`src/rtl/mult_pkg.sv`:
```
// Shared widths, sync bundle and sum-width helper for the mult_v2 pixel multiplier.
package mult_pkg;
  localparam int DEF_COE_WIDTH   = 16;
  localparam int DEF_COE_FRAC    = 10;
  localparam int DEF_COE_COUNT   = 3;
  localparam int DEF_PIXEL_WIDTH = 12;
  // wide enough for a per-pixel saturated lane count with up to 8 channels
  localparam int SATN_W          = 4;

  typedef struct packed {
    logic de;
    logic hs;
    logic vs;
  } sync_t;

  function automatic int sum_width(input int pw, input int cw, input int cnt);
    return pw + cw + $clog2(cnt);
  endfunction
endpackage

```
`src/rtl/mult_v2_lane.sv`:
```
// One channel: register inputs, multiply, round half up, saturate.
// The product is exported so the top can build the weighted sum.
module mult_v2_lane
  import mult_pkg::*;
#(
  parameter int PIXEL_WIDTH = DEF_PIXEL_WIDTH,
  parameter int COE_WIDTH   = DEF_COE_WIDTH,
  parameter int COE_FRAC    = DEF_COE_FRAC
) (
  input  logic                             clk,
  input  logic                             rst,
  input  logic [PIXEL_WIDTH-1:0]           di_i,
  input  logic [COE_WIDTH-1:0]             coe_i,
  output logic [PIXEL_WIDTH+COE_WIDTH-1:0] prod_o,
  output logic [PIXEL_WIDTH-1:0]           res_o,
  output logic                             sat_o
);
  localparam int PRW = PIXEL_WIDTH + COE_WIDTH;
  localparam int RW  = PRW + 1 - COE_FRAC;
  localparam logic [PRW:0] HALF = {{PRW{1'b0}}, 1'b1} << (COE_FRAC - 1);

  logic [PIXEL_WIDTH-1:0] di_q, di_d;
  logic [COE_WIDTH-1:0]   coe_q, coe_d;
  logic [PRW-1:0]         prod_q, prod_d;
  logic [RW-1:0]          rnd_q, rnd_d;
  logic [PRW:0]           rnd_full;

  always_comb begin
    di_d     = di_i;
    coe_d    = coe_i;
    prod_d   = PRW'(di_q) * PRW'(coe_q);
    rnd_full = {1'b0, prod_q} + HALF;
    rnd_d    = rnd_full[PRW:COE_FRAC];
  end

  always_ff @(posedge clk or posedge rst) begin
    if (rst) begin
      di_q   <= '0;
      coe_q  <= '0;
      prod_q <= '0;
      rnd_q  <= '0;
    end else begin
      di_q   <= di_d;
      coe_q  <= coe_d;
      prod_q <= prod_d;
      rnd_q  <= rnd_d;
    end
  end

  assign prod_o = prod_q;
  assign sat_o  = |rnd_q[RW-1:PIXEL_WIDTH];
  assign res_o  = sat_o ? {PIXEL_WIDTH{1'b1}} : rnd_q[PIXEL_WIDTH-1:0];
endmodule

```
`src/rtl/mult_v2.sv`:
```
// Per-channel scale / weighted-sum pixel multiplier, fixed 4-clock latency,
// frame-synchronous coefficient update and per-frame saturation count.
module mult_v2
  import mult_pkg::*;
#(
  parameter int COE_WIDTH   = DEF_COE_WIDTH,
  parameter int COE_FRAC    = DEF_COE_FRAC,
  parameter int COE_COUNT   = DEF_COE_COUNT,
  parameter int PIXEL_WIDTH = DEF_PIXEL_WIDTH
) (
  input  logic                             clk,
  input  logic                             rst,
  input  logic [COE_COUNT*COE_WIDTH-1:0]   coe_i,
  input  logic                             mode_i,
  input  logic [COE_COUNT*PIXEL_WIDTH-1:0] di_i,
  input  logic                             de_i,
  input  logic                             hs_i,
  input  logic                             vs_i,
  output logic [COE_COUNT*PIXEL_WIDTH-1:0] do_o,
  output logic                             de_o,
  output logic                             hs_o,
  output logic                             vs_o,
  output logic [15:0]                      sat_cnt_o
);
  localparam int PRW = PIXEL_WIDTH + COE_WIDTH;
  localparam int SW  = sum_width(PIXEL_WIDTH, COE_WIDTH, COE_COUNT);
  localparam int SRW = SW + 1 - COE_FRAC;
  localparam logic [SW:0] HALF = {{SW{1'b0}}, 1'b1} << (COE_FRAC - 1);
  localparam logic [COE_WIDTH-1:0] ONE = {{(COE_WIDTH-1){1'b0}}, 1'b1} << COE_FRAC;

  logic [COE_COUNT*COE_WIDTH-1:0]   coe_act_q, coe_act_d;
  logic                             mode_act_q, mode_act_d;
  logic                             vs_prev_q, vs_prev_d;
  logic                             armed_q, armed_d;
  logic [2:0]                       mode_q, mode_d;
  sync_t [3:0]                      sync_q, sync_d;
  logic [SRW-1:0]                   sum_rnd_q, sum_rnd_d;
  logic [COE_COUNT*PIXEL_WIDTH-1:0] do_q, do_d;
  logic [SATN_W-1:0]                sat_n_q, sat_n_d;
  logic [15:0]                      cnt_q, cnt_d;
  logic [15:0]                      sat_cnt_q, sat_cnt_d;

  logic [COE_COUNT-1:0][PRW-1:0]         prod;
  logic [COE_COUNT-1:0][PIXEL_WIDTH-1:0] res;
  logic [COE_COUNT-1:0]                  lane_sat;
  logic                                  frame_start, vs_fall, sum_sat;
  logic [SW:0]                           sum;
  logic [16:0]                           acc;
  logic [15:0]                           acc_sat;

  // coe_act_q enters each lane's stage 1 with the pixel, so a capture only
  // affects pixels sampled after the frame-start cycle.
  for (genvar g = 0; g < COE_COUNT; g++) begin : g_lane
    mult_v2_lane #(
      .PIXEL_WIDTH(PIXEL_WIDTH),
      .COE_WIDTH  (COE_WIDTH),
      .COE_FRAC   (COE_FRAC)
    ) u_lane (
      .clk   (clk),
      .rst   (rst),
      .di_i  (di_i[g*PIXEL_WIDTH +: PIXEL_WIDTH]),
      .coe_i (coe_act_q[g*COE_WIDTH +: COE_WIDTH]),
      .prod_o(prod[g]),
      .res_o (res[g]),
      .sat_o (lane_sat[g])
    );
  end

  // armed_q blocks a frame start until vs_i has been seen low since reset
  assign frame_start = vs_i & ~vs_prev_q & armed_q;
  assign vs_fall     = sync_q[3].vs & ~sync_q[2].vs;

  always_comb begin
    coe_act_d  = coe_act_q;
    mode_act_d = mode_act_q;
    if (frame_start) begin
      coe_act_d  = coe_i;
      mode_act_d = mode_i;
    end
    vs_prev_d = vs_i;
    armed_d   = armed_q | ~vs_i;
    mode_d    = {mode_q[1:0], mode_act_q};
    sync_d    = {sync_q[2:0], de_i, hs_i, vs_i};

    sum = '0;
    for (int n = 0; n < COE_COUNT; n++) sum = sum + (SW+1)'(prod[n]);
    sum       = sum + HALF;
    sum_rnd_d = sum[SW:COE_FRAC];

    do_d    = '0;
    sat_n_d = '0;
    sum_sat = |sum_rnd_q[SRW-1:PIXEL_WIDTH];
    if (mode_q[2]) begin
      do_d[PIXEL_WIDTH-1:0] = sum_sat ? {PIXEL_WIDTH{1'b1}} : sum_rnd_q[PIXEL_WIDTH-1:0];
      sat_n_d               = SATN_W'(sum_sat);
    end else begin
      for (int n = 0; n < COE_COUNT; n++) begin
        do_d[n*PIXEL_WIDTH +: PIXEL_WIDTH] = res[n];
        sat_n_d = sat_n_d + SATN_W'(lane_sat[n]);
      end
    end

    // the output in flight when vs_o drops belongs to the finished frame
    acc       = {1'b0, cnt_q} + 17'(sync_q[3].de ? sat_n_q : '0);
    acc_sat   = acc[16] ? 16'hFFFF : acc[15:0];
    cnt_d     = acc_sat;
    sat_cnt_d = sat_cnt_q;
    if (vs_fall) begin
      sat_cnt_d = acc_sat;
      cnt_d     = '0;
    end
  end

  always_ff @(posedge clk or posedge rst) begin
    if (rst) begin
      coe_act_q  <= {COE_COUNT{ONE}};
      mode_act_q <= 1'b0;
      vs_prev_q  <= 1'b0;
      armed_q    <= 1'b0;
      mode_q     <= '0;
      sync_q     <= '0;
      sum_rnd_q  <= '0;
      do_q       <= '0;
      sat_n_q    <= '0;
      cnt_q      <= '0;
      sat_cnt_q  <= '0;
    end else begin
      coe_act_q  <= coe_act_d;
      mode_act_q <= mode_act_d;
      vs_prev_q  <= vs_prev_d;
      armed_q    <= armed_d;
      mode_q     <= mode_d;
      sync_q     <= sync_d;
      sum_rnd_q  <= sum_rnd_d;
      do_q       <= do_d;
      sat_n_q    <= sat_n_d;
      cnt_q      <= cnt_d;
      sat_cnt_q  <= sat_cnt_d;
    end
  end

  assign do_o      = do_q;
  assign de_o      = sync_q[3].de;
  assign hs_o      = sync_q[3].hs;
  assign vs_o      = sync_q[3].vs;
  assign sat_cnt_o = sat_cnt_q;
endmodule

```
`config.mk`:
```
export PLATFORM = sky130hd
export DESIGN_NAME = mult_v2
export DESIGN_NICKNAME = d
export VERILOG_FILES = /design/src/rtl/mult_pkg.sv /design/src/rtl/mult_v2_lane.sv /design/src/rtl/mult_v2.sv
export SDC_FILE = /design/constraint.sdc
export NUM_CORES = 2
export LEC_CHECK = 0
export BUFFER_PORTS_ARGS = -buffer_cell sky130_fd_sc_hd__buf_4
export CORE_UTILIZATION = 45
export DETAILED_ROUTE_END_ITERATION = 12
export GPL_TIMING_DRIVEN = 1
export PLACE_DENSITY_LB_ADDON = 0.2
export SLEW_MARGIN = 10
export SYNTH_ARGS = -nofsm -noshare
export SYNTH_HDL_FRONTEND = slang
export SYNTH_SLANG_ARGS = --single-unit
```
`constraint.sdc`:
```
create_clock -name clk -period 18.8 [get_ports clk]
set_input_delay 3.76 -clock clk [delete_from_list [all_inputs] [get_ports clk]]
set_output_delay 3.76 -clock clk [all_outputs]
set_load 0.05 [all_outputs]
```
==> impl_summary.txt <==
----------------------------------------------------
[Critical path]
  Gate family responsible for the most delay along the worst path ... adder cells
  Critical-path top delay cell ... sky130_fd_sc_hd__a2111oi_0
  Crit path capture type ... flip-flop
  Worst path arrival time ... 6.36 ns
  Critical path data required time ... 19.29 ns
  FF-to-FF Start ... g_lane[1].u_lane.di_q[4]
  Critical path start-end classification ... flip-flop to flip-flop
  Largest stage delay, worst path ... 0.74 ns
  Most frequent cell on the critical path ... sky130_fd_sc_hd__fa_1
  Peak fanout along the critical path ... 16
  Register-to-Register Setup Slack ... 12.93 ns
  Start point of the critical path ... g_lane[1].u_lane.di_q[4]
  Buffers plus inverters on the worst setup path ... 3
  Cell-by-cell trace of the critical path ... nand2_1, fa_1, fa_1, inv_1, fa_1, fa_1, inv_1, fa_1, inv_1, ha_1, o211ai_1, a21oi_1, o21ai_1, a2111oi_0, o31a_1, nor2_1, a31oi_1
  Kind of start point of the critical path ... flip-flop

[Die]
  Die area ... 73500 um^2
  Height of the chip ... 271 um
  Initial core utilization ... 0.455
  Rows ... 98
  Core region area ... 71600 um^2
  Width of the die ... 271 um
  I/O Pins ... 145

[Placed design]
  Detailed Place HPWL ... 56900 um
  Instance area at placement ... 34500 um^2
  IO buf count ... 144
  Routability congestion estimate ... 0.863

[Route]
  Antenna Nets Post-Route ... 0
  Average vias per placed instance ... 5.06
  DR iter-0 viols ... 1383
  Number of search-and-repair iterations in the first detailed-routing pass ... 5
  WL per Instance ... 16.8 um
  Detailed-route DRC error count ... 0
  Total Routed Length ... 72200 um
  Vias after detailed routing ... 21.8k

[Timing]
  Final Max Tran Viols ... 0
  Setup repair after global routing missed its margin ... no
  Final period utilization ... 0.312
  Setup tns final ... 0 ns
  Minimum clock period ... 5.87 ns
  Count of final hold-check violations ... 0
  Max_slew headroom ... 0.332
  Worst clock skew ... 0.0242 ns
  Worst-margin pin slew ... 1.00 ns
  Number of setup violations in the final report ... 0
  Highest clock rate ... 170 MHz

[Logic synthesis]
  Number of unique standard cell types used by synthesis ... 64
  Syn Inst Count ... 3232
  Post-Syn Nets ... 4027
  Top_reg_cell synth ... sky130_fd_sc_hd__dfrtp_1
  YS warnings ... 0
  Number of synthesized flops with an enable pin ... 0
  Avg Cell Area, Syn ... 10.1 um^2
  Area of the mapped netlist ... 32600 um^2
  Share of flip-flops with an asynchronous set or reset ... 1.00
  Sequential share of the synthesized area ... 0.292
  Total of flip-flops plus latches after synthesis ... 380

[Global routing]
  Global Route Usage Sum ... 0.207
  Wire length of the first global-routing pass ... 122000 um
  Maximum number of pins on one net before global-route repair ... 106
  Initial antenna violation count ... 1
  Vias in the first global route ... 22.8k
  Total gr overflow ... 0

[Clock network]
  Buffer depth of the longest clock path ... 3
  Root buf cell ... sky130_fd_sc_hd__clkbuf_16
  Number of sinks on the clock net ... 380
  Quantity of hold-fixing buffers added after cts ... 0
  Clock buffers created by TritonCTS ... 46
  Number of buffers inserted by post-CTS setup repair ... 0
  H-tree levels ... 2
  Later-pin clock latency in the skew report ... 0.60 ns
  Reg clk slew, reported paths ... 0.06 ns
  TritonCTS clock tree ... built
  Post-CTS Resized ... 0

[Final layout]
  Most frequent standard cell in the layout excluding fill and tap cells ... sky130_fd_sc_hd__inv_1
  Footprint of the flip-flops and latches ... 9510 um^2
  Area of combinational cells with multiple inputs ... 20500 um^2
  Share of layout cells above drive strength 1 ... 0.0864
  Number of diodes added for antenna fixing ... 0
  Total Nets Final ... 4117
  Commonest cells after routing, fill and taps aside ... 578 x sky130_fd_sc_hd__inv_1, 457 x sky130_fd_sc_hd__nand2_1, 449 x sky130_fd_sc_hd__fa_1
  Fin area ... 36100 um^2
  Relative area change from synthesis to final layout ... 10.8%
  Fill count ... 6627

[Outcome]
  Status ... complete, no violations

[Job]
  Max-cap check violation count ... 0

[Min path]
  Hold Path Origin ... sync_d[10]
  Class of the worst hold path ... flip-flop to flip-flop

----------------------------------------------------
cells by family after synthesis:
family	after synthesis	share of synthesized area
DFF	380	0.292
AOI/OAI and AO/OA	295	0.0595
muxes	54	0.0185
adders and majority gates	705	0.374
xor gates and xnor gates	136	0.0366
and+or+nand+nor	975	0.140
buffers and inverters	687	0.0792
metal layers:
| layer | wire [um] | vias to the layer above | global-route usage |
|---|---|---|---|
| met5 | 0 | - | 0 |
| met4 | 1520 | 0 | 0.0506 |
| li1 | - | 10200 | - |
| met2 | 32100 | 489 | 0.316 |
| met3 | 3070 | 94 | 0.0264 |
| met1 | 35500 | 11000 | 0.311 |
synthesized netlist by cell type, types with 14 or more instances:
cell | count | area (um^2)
sky130_fd_sc_hd__inv_1 | 579 | 2170
sky130_fd_sc_hd__nand2_1 | 457 | 1720
sky130_fd_sc_hd__fa_1 | 449 | 8990
sky130_fd_sc_hd__dfrtp_1 | 377 | 9430
sky130_fd_sc_hd__ha_1 | 256 | 3200
sky130_fd_sc_hd__and2_1 | 214 | 1340
sky130_fd_sc_hd__nor2_1 | 141 | 529
sky130_fd_sc_hd__clkbuf_1 | 101 | 379
sky130_fd_sc_hd__xnor2_1 | 96 | 841
sky130_fd_sc_hd__a21oi_1 | 71 | 355
sky130_fd_sc_hd__o21ai_0 | 58 | 290
sky130_fd_sc_hd__nand3_1 | 50 | 250
sky130_fd_sc_hd__mux2_2 | 49 | 552
sky130_fd_sc_hd__a21o_1 | 41 | 308
sky130_fd_sc_hd__xor2_1 | 40 | 350
sky130_fd_sc_hd__nand4_1 | 20 | 125
sky130_fd_sc_hd__nor3_1 | 16 | 80.1
sky130_fd_sc_hd__a211oi_1 | 14 | 105
sky130_fd_sc_hd__a31oi_1 | 14 | 87.6
registers in the layout, indices dropped and copies added, names as in the netlist, 20 cells and up:
register and flops:
coe_act_q 48, g_lane.u_lane.prod_o 84, g_lane.u_lane.rnd_q 57, do_o 36
g_lane.u_lane.coe_q 48, g_lane.u_lane.di_q 36, sum_rnd_q 20
worst paths after layout:
kind	endpoint	cells past startpoint
hold / removal	hs_o	0
setup reg to reg	g_lane[1].u_lane.prod_o[24]	17
hold reg to reg	hs_o	0
min in group asynchronous	coe_act_q[11]	2
max in group asynchronous	cnt_q[13]	3
setup / recovery	g_lane[1].u_lane.prod_o[24]	17
per-stage QoR:
| step | worst slack [ns] | hold slack (ns) | util | instances |
|---|---|---|---|---|
| 2_1_floorplan | 4.49 | 0.331 | - | 3232 |
| 3_3_place_gp | 13.09 | 0.332 | 0.482 | 4224 |
| 4_1_cts | 13.02 | 0.349 | 0.504 | 4305 |
| 3_5_place_dp | 13.04 | 0.335 | 0.482 | 4224 |
| 6_report | 12.93 | 0.346 | 0.504 | 4305 |
| 5_1_grt | 12.66 | 0.355 | 0.504 | 4305 |
cell type report:
| cell class | count | area share |
|---|---|---|
| Clock buffer | 59 | 0.0357 |
| Clock inverter | 22 | 0.00884 |
| Inverter | 579 | 0.0604 |
| Multi-Input combinational cell | 2165 | 0.567 |
| Sequential cell | 380 | 0.263 |
| Tap cell | 950 | 0.0329 |
| Timing Repair Buffer | 150 | 0.0312 |
worst reg2reg max path: cells and delay by family (launching register included):
family | cells | cell delay [ns]
AO/OA/AOI/OAI | 6 | 1.93
adder cells (fa/ha/maj) | 6 | 2.71
buffers and inverters | 3 | 0.17
flip-flops | 1 | 0.73
AND/OR/NAND/NOR | 2 | 0.23
Power is left out: the tool's default activity adds up to more than one toggle a clock period on the data nets, which glitch-free logic cannot reach.
